==> config.mk <==
export PLATFORM = sky130hd
export DESIGN_NAME = hamming_decode_engine
export DESIGN_NICKNAME = d
export VERILOG_FILES = /design/src/rtl/hamming_pkg.sv /design/src/rtl/secded16_decode.sv /design/src/rtl/hamming_decode_engine.sv
export SDC_FILE = /design/constraint.sdc
export NUM_CORES = 1
export LEC_CHECK = 0
export BUFFER_PORTS_ARGS = -buffer_cell sky130_fd_sc_hd__buf_2
export CORE_UTILIZATION = 40
export DETAILED_ROUTE_END_ITERATION = 6
export SLEW_MARGIN = 25
export SYNTH_ARGS = -nofsm -noshare
export SYNTH_HDL_FRONTEND = slang
export SYNTH_SLANG_ARGS = --single-unit
==> constraint.sdc <==
create_clock -name clk -period 2.8 [get_ports clk]
set_clock_uncertainty 0.1 [all_clocks]
set_input_delay 0.42 -clock clk [delete_from_list [all_inputs] [get_ports clk]]
set_output_delay 0.42 -clock clk [all_outputs]
set_load 0.05 [all_outputs]
==> src/rtl/hamming_pkg.sv <==
// hamming_pkg: shared FSM states, status flags and codeword field mapping for the SECDED (16,11) decoder.
//   state_t   : decode engine FSM states
//   FLG_*     : 2-bit status flag values written to result high byte [7:6]
//   cw_data   : extracts the 11 message bits from a 16-bit codeword
package hamming_pkg;

    typedef enum logic [2:0] {
        IDLE,
        RD_LO,
        RD_HI,
        CAP,
        WR_LO,
        WR_HI,
        DONE
    } state_t;

    localparam logic [1:0] FLG_OK  = 2'b00;
    localparam logic [1:0] FLG_FIX = 2'b01;
    localparam logic [1:0] FLG_DBL = 2'b10;

    // Data bits sit at the non-power-of-two positions: d1=b3, d4:d2=b7:b5, d11:d5=b15:b9.
    function automatic logic [10:0] cw_data(input logic [15:0] cw);
        return {cw[15:9], cw[7:5], cw[3]};
    endfunction

endpackage

==> src/rtl/secded16_decode.sv <==
// secded16_decode: combinational SECDED (16,11) decode of one codeword.
//   cw       in  16  codeword, bit k = Hamming position k, bit 0 = overall parity
//   data     out 11  message bits (corrected for single errors, raw for double errors)
//   flag     out 2   FLG_OK / FLG_FIX / FLG_DBL
//   syndrome out 4   XOR of the positions of all set bits
module secded16_decode
    import hamming_pkg::*;
(
    input  logic [15:0] cw,
    output logic [10:0] data,
    output logic [1:0]  flag,
    output logic [3:0]  syndrome
);

    logic        parity;
    logic [15:0] fixed;

    always_comb begin
        syndrome = '0;
        for (int k = 1; k < 16; k++)
            if (cw[k]) syndrome = syndrome ^ 4'(k);
    end

    assign parity = ^cw;
    // Odd overall parity means exactly one flipped bit; syndrome 0 then points at p0 itself.
    assign fixed  = parity ? cw ^ (16'd1 << syndrome) : cw;
    assign data   = cw_data(fixed);
    assign flag   = parity ? FLG_FIX : (syndrome != 4'd0 ? FLG_DBL : FLG_OK);

endmodule

==> src/rtl/hamming_decode_engine.sv <==
// hamming_decode_engine: memory-mastering SECDED (16,11) decoder, 5 cycles per codeword.
//   clk        in   clock, rising edge
//   reset      in   asynchronous active-low reset
//   start      in   one-cycle request, honoured in IDLE or DONE
//   done       out  high from completion until the next accepted start
//   mem_addr   out  byte address for the current read or write
//   mem_rd_en  out  read strobe, mem_rdata valid one cycle later
//   mem_rdata  in   read data
//   mem_wr_en  out  write strobe
//   mem_wdata  out  write data
//   err1_cnt   out  saturating count of corrected words this run
//   err2_cnt   out  saturating count of double-error words this run
module hamming_decode_engine
    import hamming_pkg::*;
#(
    parameter int NUM_WORDS = 15,
    parameter int SRC_BASE  = 30,
    parameter int DST_BASE  = 0,
    parameter int ADDR_W    = 8
) (
    input  logic              clk,
    input  logic              reset,
    input  logic              start,
    output logic              done,
    output logic [ADDR_W-1:0] mem_addr,
    output logic              mem_rd_en,
    input  logic [7:0]        mem_rdata,
    output logic              mem_wr_en,
    output logic [7:0]        mem_wdata,
    output logic [3:0]        err1_cnt,
    output logic [3:0]        err2_cnt
);

    localparam logic [ADDR_W-1:0] SRC  = ADDR_W'(SRC_BASE);
    localparam logic [ADDR_W-1:0] DST  = ADDR_W'(DST_BASE);
    localparam logic [ADDR_W-1:0] LAST = ADDR_W'(NUM_WORDS - 1);

    state_t            state;
    logic [ADDR_W-1:0] idx;
    logic [7:0]        lo_byte;
    logic [7:0]        hi_byte;
    logic [10:0]       dec_data;
    logic [1:0]        dec_flag;
    logic [3:0]        dec_syn;

    // During CAP the high byte is on mem_rdata and the low byte was captured in RD_HI.
    secded16_decode u_dec (
        .cw       ({mem_rdata, lo_byte}),
        .data     (dec_data),
        .flag     (dec_flag),
        .syndrome (dec_syn)
    );

    // Outputs are registered, so each state's strobes/address are set on the edge entering it.
    always_ff @(posedge clk or negedge reset) begin
        if (!reset) begin
            state     <= IDLE;
            idx       <= '0;
            lo_byte   <= '0;
            hi_byte   <= '0;
            done      <= 1'b0;
            mem_addr  <= '0;
            mem_rd_en <= 1'b0;
            mem_wr_en <= 1'b0;
            mem_wdata <= '0;
            err1_cnt  <= '0;
            err2_cnt  <= '0;
        end else begin
            case (state)
                IDLE, DONE: begin
                    if (start) begin
                        state     <= RD_LO;
                        done      <= 1'b0;
                        idx       <= '0;
                        err1_cnt  <= '0;
                        err2_cnt  <= '0;
                        mem_rd_en <= 1'b1;
                        mem_addr  <= SRC;
                    end
                end
                RD_LO: begin
                    state    <= RD_HI;
                    mem_addr <= mem_addr + 1'b1;
                end
                RD_HI: begin
                    state     <= CAP;
                    lo_byte   <= mem_rdata;
                    mem_rd_en <= 1'b0;
                end
                CAP: begin
                    state     <= WR_LO;
                    mem_wr_en <= 1'b1;
                    mem_addr  <= DST + (idx << 1);
                    mem_wdata <= dec_data[7:0];
                    hi_byte   <= {dec_flag, 3'b000, dec_data[10:8]};
                    if (dec_flag == FLG_FIX && err1_cnt != 4'hF)
                        err1_cnt <= err1_cnt + 4'd1;
                    // Double error: nonzero syndrome that the overall parity did not account for.
                    if (dec_flag != FLG_FIX && dec_syn != 4'd0 && err2_cnt != 4'hF)
                        err2_cnt <= err2_cnt + 4'd1;
                end
                WR_LO: begin
                    state     <= WR_HI;
                    mem_addr  <= mem_addr + 1'b1;
                    mem_wdata <= hi_byte;
                end
                WR_HI: begin
                    mem_wr_en <= 1'b0;
                    if (idx == LAST) begin
                        state    <= DONE;
                        done     <= 1'b1;
                        mem_addr <= '0;
                    end else begin
                        state     <= RD_LO;
                        idx       <= idx + 1'b1;
                        mem_rd_en <= 1'b1;
                        mem_addr  <= SRC + ((idx + 1'b1) << 1);
                    end
                end
                default: state <= IDLE;
            endcase
        end
    end

endmodule

==> After elaboration in Yosys (flattened, before gate mapping) <==
Index checks and enable logic that the tools add are counted.
{ "op_classes": {"mux": 40, "n_bitwise": 15, "addsub": 5, "n_eq_ne": 16, "reduce_logical": 20, "shift": 1} }
{ "ops": {"columns": ["operator", "count"], "rows": [
  ["two-way mux 4 bit", 11],
  ["two-way mux 8 bit", 4],
  ["case mux 8 bit (2 select lines)", 2],
  ["case mux 8 bit (4 select lines)", 1],
  ["two-way mux 3 bit", 6],
  ["case mux 3 bit (6 select lines)", 1],
  ["adder 8 x 1 -> 8 bit (second input constant)", 2],
  ["two-way mux 16 bit", 1],
  ["case mux 4 bit (2 select lines)", 2],
  ["parity 16 bit", 1],
  ["left shift 1 x 4 -> 16 bit (first input constant)", 1],
  ["bitwise XOR 16 bit", 1],
  ["AND reduction 3 bit", 5],
  ["NOT 2 bit", 6],
  ["NOT 3 bit", 4],
  ["inequality test 2 bit (second input constant)", 5],
  ["== test 3 bit (second input constant)", 3],
  ["adder 4 x 1 -> 4 bit (second input constant)", 2],
  ["adder 5 x 8 -> 8 bit (first input constant)", 1],
  ["== test 8 x 4 -> 1 bit (second input constant)", 1],
  ["two-way mux 2 bit", 4],
  ["inequality test 4 bit (second input constant)", 2],
  ["nonzero test 2 bit", 4],
  ["nonzero test 4 bit", 2],
  ["14 further kinds", 25]
]} }
{ "word_totals": {"regBits": 51, "out_inout_bits": 27, "wordCells": 108} }

==> Depth between registers and ports, before layout <==
Gate-level depths: netlist (run 1).
{ "depth": {"word_depth": 34, "ltp_mapped": 9} }

==> Cells and area by module <==
From an unflattened synthesis (run 1), not the netlist that was laid out.
{ "unflattened": {"cells_unflattened": 405, "area_unflattened_um2": 3624.7} }
{ "modules_own_cells": {"columns": ["module", "area_each_um2", "cells_each", "n_inst", "seq_area_each_um2"], "rows": [
  ["hamming_decode_engine", 2985.4, 333, 1, 1276.2],
  ["secded16_decode", 639.4, 72, 1, 0.0]
]} }

==> Least setup slack after synthesis (run 1) <==
No wires, ideal clock.
{ "synth_timing": {"path_type": "flip-flop to flip-flop", "startpoint": "register idx[0]", "endpoint": "register idx[3]", "path_slack_ns": 0.393, "required_ns": 2.605, "t_arrival_ns": 2.211, "period_less_slack_ns": 2.407, "stages_incl_launch_ff": 10, "path_cell_list": "dfrtp_1 -> clkbuf_1 -> inv_1 -> ha_1 -> or4b_2 -> o311ai_2 -> nand2_1 -> o21ai_0 -> nand2_1 -> o31ai_1"} }
{ "synth_between": {"elab_chain_len": 3, "word_cells_on_any_way": 6, "classes_between": "add/sub (1); eq/ne (2); mux (2); reduce/logical (1)"} }
{ "synth_lines": {"columns": ["item", "line", "rtl"], "rows": [
  ["from (decl)", "hamming_decode_engine.sv:39", "logic [ADDR_W-1:0] idx;"],
  ["from (signal assigned)", "hamming_decode_engine.sv:115", "idx <= idx + 1'b1;"],
  ["adder 8 x 1 -> 8 bit or == test 8 x 4 -> 1 bit (tied branches)", null, null],
  ["two-way mux 8 bit or inequality test 2 bit (tied branches)", null, null],
  ["case mux 8 bit (2 select lines) or AND reduction 3 bit (tied branches)", null, null]
]} }
Several ways; a longest one is shown, not always the timed one. The select of a mux whose other input is x is not followed.
A chain may end at the register's enable or synchronous reset.

==> Final worst setup path (run 1) <==
{ "layout_timing": {"startpoint": "register lo_byte[5]", "endpoint": "register err2_cnt[2]"} }
{ "layout_between": {"elab_chain_len": 25, "word_cells_on_any_way": 28, "classes_between": "eq/ne (2); mux (13); bitwise (8); reduce/logical (5)"} }
{ "layout_lines": {"columns": ["item", "line", "rtl"], "rows": [
  ["from (decl)", "hamming_decode_engine.sv:40", "logic [7:0] lo_byte;"],
  ["from (signal assigned)", "hamming_decode_engine.sv:87", "lo_byte <= mem_rdata;"],
  ["two-way mux 3 bit", "secded16_decode.sv:21", "if (cw[k]) syndrome = syndrome ^ 4'(k);"],
  ["NOT 2 bit (no source line)", null, null],
  ["two-way mux 3 bit", "secded16_decode.sv:21", null],
  ["NOT 3 bit (no source line)", null, null],
  ["two-way mux 3 bit", "secded16_decode.sv:21", null],
  ["two-way mux 4 bit (4 in a row)", "secded16_decode.sv:21", null],
  ["NOT 2 bit (no source line)", null, null],
  ["two-way mux 4 bit", "secded16_decode.sv:21", null],
  ["(+4 left out)", null, null],
  ["NOT 4 bit (no source line)", null, null],
  ["two-way mux 4 bit", "secded16_decode.sv:21", null],
  ["nonzero test 4 bit", "secded16_decode.sv:28, hamming_decode_engine.sv:99", null],
  ["two-way mux 2 bit (2 in a row)", "secded16_decode.sv:28", "assign flag = parity ? FLG_FIX : (syndrome != 4'd0 ? FLG_DBL : FLG_OK);"],
  ["inequality test 2 x 1 -> 1 bit", "hamming_decode_engine.sv:99", "if (dec_flag != FLG_FIX && dec_syn != 4'd0 && err2_cnt != 4'hF)"],
  ["logical AND 1 bit * (2 in a row)", "hamming_decode_engine.sv:99", null],
  ["inequality test 2 bit (no source line) *", null, null],
  ["AND reduction 3 bit (no source line) *", null, null],
  ["to (signal assigned)", "hamming_decode_engine.sv:100", "err2_cnt <= err2_cnt + 4'd1;"],
  ["to (decl)", "hamming_decode_engine.sv:31", "output logic [3:0] err2_cnt"]
]} }
Every way passes the cells marked *; elsewhere a longest branch is shown, timed or not.

==> results of run 1 <==
[layout by cell type (no fill, tap or decap), types with 8 or more instances in the layout]
master,instances
buf_2,37
nor3_1,16
inv_1,9
o21ai_0,18
nor2_1,15
dfrtp_1,51
xnor2_1,21
a21oi_1,23
buf_4,13
nand2_1,41
mux2i_1,8
nand3_1,12
o22ai_1,25
mux2_2,8
nor4_1,8
xor2_1,24
[metal layers]
| layer | GRT usage (%) | wire, µm | vias up |
|---|---|---|---|
| li1 | - | - | 1417 |
| met5 | 0 | 0 | - |
| met4 | 5.26 | 91 | 0 |
| met1 | 28.0 | 4060 | 1425 |
| met2 | 30.3 | 3760 | 102 |
| met3 | 3.16 | 386 | 8 |
[layout make-up]
class                      count  area (µm²)  area share, %
clock buffer                   8         100           2.59
timing repair buffer          51         303           7.83
multi-input combinational    290        2020           52.2
tap                          105         131           3.40
inverter                      10        37.5          0.971
sequential                    51        1280           33.0
[kinds of logic (layout without fill, tap and decap cells)]
logic type	after synthesis	after routing	synth area share, %
AOI/OAI and AO/OA	89	89	16.4
xor gates and xnor gates	55	55	16.9
adders and majority gates	8	8	2.72
buffers and inverters	30	69	3.38
DFF	51	51	37.5
muxes	16	16	5.00
and+or+nand+nor	122	122	18.1
[flip-flops by register name (all words and copies together), names as in the netlist]
register / count
mem_wdata: 8
mem_addr: 8
state: 3
lo_byte: 8
done: 1
hi_byte: 5
mem_wr_en: 1
mem_rd_en: 1
idx: 8
err1_cnt: 4
err2_cnt: 4
[path summary, 6_finish.rpt]
path,to,slack [ns],startpoint
setup / recovery,err2_cnt[2],0.40,lo_byte[5]
hold / removal,mem_addr[0],0.13,reset
setup reg to reg,err2_cnt[2],0.40,lo_byte[5]
hold reg to reg,mem_wdata[5],0.39,mem_wdata[5]
max in group asynchronous,hi_byte[0],2.02,reset
min in group clk,lo_byte[0],0.26,mem_rdata[0]
[power breakdown]
group / internal, mW / switching, mW / leakage, nW
registers: 0.998 / 0.269 / 0.652
clock network: 0.226 / 0.253 / 0.0515
logic: 1.19 / 2.20 / 0.879
[through the flow]
stage / total power [mW] / setup WS, ns / instance area (µm²) / hold WS [ns] / instances
6_report: 5.14 / 0.402 / 3870 / 0.127 / 515
5_1_grt: 5.52 / 0.217 / 3870 / 0.190 / 515
4_1_cts: 5.15 / 0.379 / 3860 / 0.154 / 515
3_5_place_dp: 4.65 / 0.223 / 3760 / 0.374 / 507
3_3_place_gp: 4.61 / 0.267 / 3760 / 0.374 / 507
2_1_floorplan: 3.86 / 0.393 / 3400 / 0.0244 / 371
==> run_results.csv, run 1 <==
group,metric,value,unit
run_status,status,"finished clean",
sta,fin_crit_sh,85.7,%
power_and_ir_drop,peakVddDrop,0.580,mV
detailed_routing,routed_wl,8300,µm
placement,io_buffers,37,
setup_path,r2r_cells,6,
clocking,cts_hold_buf,0,
floorplan,rows,33,
layout,antenna_cells,0,
sta,setup_tns,0,ns
grt,antenna_found_initial,0,
layout,area_growth,13.6,%
logic_synthesis,synth_ff_type,"dfrtp_1",
detailed_routing,drt_first_pass_iters,5,
logic_synthesis,yosys-top-cells-area,"dfrtp_1 (38%), xor2_1 (6.2%), xnor2_1 (5.4%), o22ai_1 (4.6%), nand2_1 (4.5%)",
logic_synthesis,post-synth-top-area-cell,"dfrtp_1",
sta,setup_viol,0,
setup_path,worst_path_max_delay_cell,"or4_1",
clocking,numCtsBuffers,5,
layout,fill_cells,784,
detailed_routing,antenna_left,0,
logic_synthesis,async_reset_ff_share,100,%
clocking,htreeDepth,2,
setup_path,cp_common_cell,"xnor2_1",
layout,fin_nets,425,
grt,grt_pass1_wl,13500,µm
clocking,cts_buffer_depth,2,
sta,slew_headroom,54.7,%
power_and_ir_drop,power.density_cell_area,1330,nW/µm²
grt,grt_use_total,19.6,%
setup_path,end_kind,"flip-flop",
sta,fmax,0.417,GHz
setup_path,path_cells,"xnor2_1 > xor2_2 > xnor2_2 > xnor2_1 > or4_1 > a21oi_1",
clocking,cts_setup_buffers,0,
logic_synthesis,synth.avg_cell_area,9.17,µm²
placement,routabilityCongestion,0.831,
setup_path,worst-path-stages,6,
detailed_routing,drcViolationCount,0,
grt,grt_max_degree,52,
placement,hpwlAfterDp,5990,µm
clocking,clock-root-buffer,"clkbuf_8",
layout,post-route-util,47.1,%
detailed_routing,vias,2952,
setup_path,crit_buf_inv,0,
setup_path,worstPathMaxFanout,6,
detailed_routing,vias_per_cell,5.73,
logic_synthesis,synth_enable_flop_cells,0,
logic_synthesis,synth-seq-cells,51,
grt,grt_overflow_total,0,
sta,final.min_clock_period,2.40,ns
floorplan,die_h,94.2,µm
clocking,clock_latency,0.31,ns
detailed_routing,initialDrtViolationCount,99,
sta,hold_violations,0,
logic_synthesis,synth_area,3400,µm²
sta,worstMarginPinSlew,0.680,ns
logic_synthesis,yosysUniqueCellTypes,51,
clocking,cts_sinks,51,
setup_path,critical_path.top_delay_family,"XOR/XNOR gates",
layout,post_route_cells_drive_above_1_share,19.8,%
logic_synthesis,yosysWarnings,0,
detailed_routing,wl_per_cell,16.1,µm
worst_hold_path,holdCritPathClass,"in2async",
clocking,clk_pin_slew,0.09,ns
floorplan,ioPinCount,38,
setup_path,start_kind,"flip-flop",
clocking,cts_repair_resize_count,0,
floorplan,die_w,94.2,µm
setup_path,arrival,2.54,ns
sta,drv_slew,0,
logic_synthesis,synth_top_area_share,37.5,%
logic_synthesis,ys_seq_area_share,37.5,%
run,timing.max_cap.violations,0,
floorplan,initial_utilization,41.4,%
logic_synthesis,synth_cells,371,
logic_synthesis,yosysMostFrequentCell,"dfrtp_1",
power_and_ir_drop,power.leakage,1.58,nW
logic_synthesis,synth_common_cells,"dfrtp_1 (51), nand2_1 (41), o22ai_1 (25)",
logic_synthesis,synth_fp_nets,387,
setup_path,worst_ep_required_time,2.94,ns
setup_path,path_class,"reg2reg",
grt,first_global_vias,2661,
setup_path,critPathMaxStageDelay,0.54,ns
floorplan,dieArea,8880,µm²
floorplan,core-area,8220,µm²
sta,grt_setup_unrepaired,"no",
clocking,cts_tree,"done",
No activity file was read; power rests on OpenSTA's default activity.
==> run 2, diff against run 1 <==
- CORE_MARGIN: unset -> 2
==> run_results.csv, run 2 (synthesis gave the netlist of run 1 again) <==
group,metric,value,unit
power_and_ir_drop,power.switching,2.72,mW
layout,fill_cells,826,
grt,first_global_vias,2740,
run,timing.max_cap.violations,0,
layout,multi_input_area,2010,µm²
layout,post_route_cells_drive_above_1_share,20.0,%
setup_path,worst-path-stages,6,
clocking,cts_hold_buf,0,
sta,final.min_clock_period,2.45,ns
floorplan,core-area,8220,µm²
placement,routabilityCongestion,0.897,
clocking,cts_tree,"done",
sta,slew_headroom,33.4,%
power_and_ir_drop,power.leakage,1.59,nW
clocking,clk_pin_slew,0.10,ns
sta,drv_slew,0,
power_and_ir_drop,p_clk_share,10.7,%
sta,worstMarginPinSlew,0.990,ns
clocking,cts_sinks,51,
run_status,status,"finished clean",
layout,mostFrequentLayoutCells,"dfrtp_1 (51), nand2_1 (41), buf_2 (37)",
layout,fin_nets,426,
layout,layout_commonest_cell,"dfrtp_1",
setup_path,worst_path_max_delay_cell,"or4_1",
placement,pre_cts_ws,0.206,ns
layout,area_growth,13.8,%
placement,io_buffers,37,
setup_path,crit_buf_inv,0,
grt,grt_max_degree,29,
clocking,clock-root-buffer,"clkbuf_8",
sta,hold_violations,0,
setup_path,end_kind,"flip-flop",
sta,fin_hold_ws,0.0326,ns
grt,grt_use_total,18.9,%
setup_path,critical_path.top_delay_family,"XOR/XNOR gates",
layout,antenna_cells,0,
setup_path,path_class,"reg2reg",
clocking,numCtsBuffers,5,
clocking,clock_latency,0.31,ns
sta,setup_viol,0,
detailed_routing,initialDrtViolationCount,104,
clocking,cts_buffer_depth,2,
power_and_ir_drop,switching_share,52.3,%
detailed_routing,routed_wl,8260,µm
grt,grt_pass1_wl,13600,µm
power_and_ir_drop,combinationalPowerShare,65.2,%
sta,grt_setup_unrepaired,"no",
floorplan,die_h,96.2,µm
detailed_routing,drt_first_pass_iters,6,
clocking,htreeDepth,2,
setup_path,arrival,2.59,ns
clocking,cts_repair_resize_count,0,
floorplan,ioPinCount,38,
detailed_routing,wl_per_cell,16.0,µm
power_and_ir_drop,seqPwrFrac,24.1,%
setup_path,cp_common_cell,"xnor2_1",
grt,antenna_found_initial,0,
power_and_ir_drop,internal-power,2.48,mW
floorplan,dieArea,9260,µm²
worst_hold_path,holdCritPathClass,"in2async",
setup_path,worstPathMaxFanout,6,
placement,hpwlAfterDp,6140,µm
power_and_ir_drop,peakVddDrop,0.600,mV
floorplan,rows,33,
sta,setup_tns,0,ns
power_and_ir_drop,power.density_cell_area,1340,nW/µm²
setup_path,r2r_cells,6,
detailed_routing,drcViolationCount,0,
clocking,cts_setup_buffers,0,
floorplan,die_w,96.2,µm
setup_path,start_kind,"flip-flop",
detailed_routing,vias_per_cell,5.67,
grt,grt_overflow_total,0,
sta,fin_crit_sh,87.5,%
detailed_routing,vias,2925,
power_and_ir_drop,power,5.20,mW
sta,fmax,0.408,GHz
setup_path,path_cells,"xnor2_1 > xor2_2 > xnor2_2 > xnor2_1 > or4_1 > a21oi_1",
floorplan,initial_utilization,41.4,%
sta,worst_slack,0.350,ns
detailed_routing,antenna_left,0,
setup_path,critPathMaxStageDelay,0.54,ns
layout,seq_area,1280,µm²
setup_path,worst_ep_required_time,2.94,ns
-- run 2: cell count changes in the layout (fill, tap and decap cells not counted), sizes merged --
| cell | previous run | this run |
|---|---|---|
| clkbuf | 8 | 6 |
| buf | 51 | 52 |
| bufinv | 0 | 1 |
| clkinv | 1 | 2 |
-- run 2: metrics by stage --
stage,std cells,area [µm²],util (%)
4_1_cts,516,3870,47.1
3_5_place_dp,508,3750,45.7
5_1_grt,516,3870,47.1
6_report,516,3870,47.1
3_3_place_gp,508,3750,45.7
2_1_floorplan,371,3400,-
-- run 2: power groups by stage --
| stage | Combinational [mW] | Sequential [mW] | Clock [mW] |
|---|---|---|---|
| floorplan | 2.21 | 1.65 | 0 |
| global placement | 3.33 | 1.27 | 0 |
| detailed placement | 3.38 | 1.27 | 0 |
| CTS | 3.38 | 1.26 | 0.564 |
| global route | 3.71 | 1.30 | 0.592 |
| finish | 3.39 | 1.25 | 0.555 |
-- run 2: layer usage --
layer	global-route usage (%)	wire (µm)	up-vias
met1	27.8	4000	1402
met4	4.76	95	0
met2	28.4	3720	89
li1	-	-	1421
met5	0	0	-
met3	3.68	449	13
-- run 2: area by class of cell --
type | instances | share of cell area, %
Timing Repair Buffer | 52 | 7.69
Sequential cell | 51 | 33.0
Inverter | 10 | 0.969
Multi-Input combinational cell | 290 | 52.0
Tap cell | 105 | 3.39
Clock buffer | 6 | 2.13
Clock inverter | 2 | 0.905
-- run 2: worst paths after layout --
check	slack [ns]	endpoint	from
worst min-delay path	0.03	mem_addr[3]	reset
min in group clk	0.28	lo_byte[0]	mem_rdata[0]
worst min register to register	0.40	hi_byte[1]	hi_byte[1]
max in group asynchronous	1.89	hi_byte[0]	reset
worst max-delay path	0.35	err2_cnt[2]	lo_byte[5]
worst max register to register	0.35	err2_cnt[2]	lo_byte[5]
==> run 3, diff against run 2 <==
- RECOVER_POWER: unset -> 25
==> run_results.csv, run 3 (synthesis gave the netlist of run 1 again) <==
group,metric,value,unit
run_status,status,"finished with violations",
run_status,violations,"capacitance limit, slew limit",
layout,post_route_cells_drive_above_1_share,19.5,%
sta,fin_hold_ws,0.275,ns
sta,hold_violations,0,
worst_hold_path,holdCritPathClass,"in2reg",
detailed_routing,routed_wl,8270,µm
detailed_routing,vias,2944,
detailed_routing,antenna_left,0,
power_and_ir_drop,power.density_cell_area,1350,nW/µm²
sta,final.min_clock_period,2.47,ns
floorplan,ioPinCount,38,
sta,setup_viol,0,
sta,grt_setup_unrepaired,"no",
sta,slew_headroom,-10.6,%
power_and_ir_drop,p_clk_share,10.7,%
placement,routabilityCongestion,0.897,
setup_path,worst_ep_required_time,2.94,ns
detailed_routing,drt_first_pass_iters,5,
sta,fmax,0.405,GHz
clocking,cts_setup_buffers,0,
power_and_ir_drop,combinationalPowerShare,65.2,%
clocking,htreeDepth,2,
grt,grt_overflow_total,0,
floorplan,initial_utilization,41.4,%
floorplan,dieArea,9260,µm²
setup_path,critPathMaxStageDelay,0.54,ns
sta,drv_slew,29,
layout,area_growth,13.6,%
setup_path,worstPathMaxFanout,6,
layout,fill_cells,825,
run,timing.max_cap.violations,1,
floorplan,die_h,96.2,µm
clocking,cts_repair_resize_count,0,
layout,layout_commonest_cell,"dfrtp_1",
clocking,numCtsBuffers,5,
detailed_routing,vias_per_cell,5.71,
setup_path,arrival,2.61,ns
clocking,cts_sinks,51,
placement,postPlaceCellArea,3750,µm²
sta,worst_slack,0.331,ns
grt,grt_use_total,18.9,%
power_and_ir_drop,peakVddDrop,0.605,mV
grt,antenna_found_initial,0,
layout,mostFrequentLayoutCells,"dfrtp_1 (51), nand2_1 (41), buf_2 (36)",
setup_path,path_cells,"xnor2_1 > xor2_2 > xnor2_2 > xnor2_1 > or4_1 > a21oi_1",
setup_path,path_class,"reg2reg",
setup_path,cp_common_cell,"xnor2_1",
clocking,cts_hold_buf,0,
power_and_ir_drop,seqPwrFrac,24.1,%
detailed_routing,initialDrtViolationCount,120,
detailed_routing,drcViolationCount,0,
grt,first_global_vias,2740,
floorplan,core-area,8220,µm²
clocking,clock_latency,0.31,ns
placement,hpwlAfterDp,6140,µm
clocking,cts_tree,"done",
power_and_ir_drop,switching_share,52.4,%
grt,grt_max_degree,29,
grt,grt_pass1_wl,13600,µm
placement,io_buffers,37,
floorplan,rows,33,
sta,worstMarginPinSlew,1.66,ns
clocking,clk_pin_slew,0.10,ns
layout,antenna_cells,0,
clocking,clock-root-buffer,"clkbuf_8",
setup_path,worst_path_max_delay_cell,"or4_1",
placement,pre_cts_ws,0.206,ns
clocking,cts_buffer_depth,2,
power_and_ir_drop,power,5.21,mW
power_and_ir_drop,power.switching,2.73,mW
layout,multi_input_area,2010,µm²
setup_path,end_kind,"flip-flop",
setup_path,start_kind,"flip-flop",
floorplan,die_w,96.2,µm
sta,fin_crit_sh,88.2,%
sta,setup_tns,0,ns
detailed_routing,wl_per_cell,16.0,µm
power_and_ir_drop,power.leakage,1.58,nW
layout,fin_area,3870,µm²
layout,fin_nets,426,
power_and_ir_drop,internal-power,2.48,mW
layout,seq_area,1280,µm²
-- run 3: metrics by stage --
step,utilization [%],cells
global route,47.1,516
finish,47.1,516
detailed placement,45.7,508
floorplan,-,371
CTS,47.1,516
global placement,45.7,508
-- run 3: critical path, delay by kind of cell, from the launching register on --
family	cells	cell delay, ns
XOR/XNOR	4	1.13
AO/OA/AOI/OAI	1	0.17
flip-flops	1	0.47
AND/OR/NAND/NOR	1	0.54
-- run 3: final cells by class --
| type | instances | share of cell area (%) |
|---|---|---|
| Clock buffer | 6 | 2.14 |
| Tap cell | 105 | 3.40 |
| Multi-Input combinational cell | 290 | 52.0 |
| Sequential cell | 51 | 33.0 |
| Clock inverter | 2 | 0.906 |
| Inverter | 10 | 0.971 |
| Timing Repair Buffer | 52 | 7.57 |
-- run 3: final timing paths --
path,start,endpoint,slack [ns],cells past startpoint
max,lo_byte[5],err2_cnt[2],0.33,6
max reg2reg,lo_byte[5],err2_cnt[2],0.33,6
min,mem_rdata[0],lo_byte[0],0.28,2
min reg2reg,mem_wdata[4],mem_wdata[4],0.40,2
min in group asynchronous,reset,mem_addr[3],0.41,1
max in group asynchronous,reset,mem_wdata[5],0.87,2
-- run 3: power groups by stage --
stage	registers, mW	clock network, mW	logic (mW)
final	1.25	0.558	3.40
after detailed placement	1.27	0	3.38
after floorplan	1.65	0	2.21
after global placement	1.27	0	3.33
after global routing	1.30	0.592	3.71
after CTS	1.26	0.564	3.38
-- run 3: layer usage --
| layer | global-route usage, % | vias to the layer above | wire [µm] |
|---|---|---|---|
| li1 | - | 1421 | - |
| met1 | 27.8 | 1418 | 4000 |
| met2 | 28.4 | 94 | 3700 |
| met3 | 3.68 | 11 | 480 |
| met4 | 4.76 | 0 | 94 |
| met5 | 0 | - | 0 |
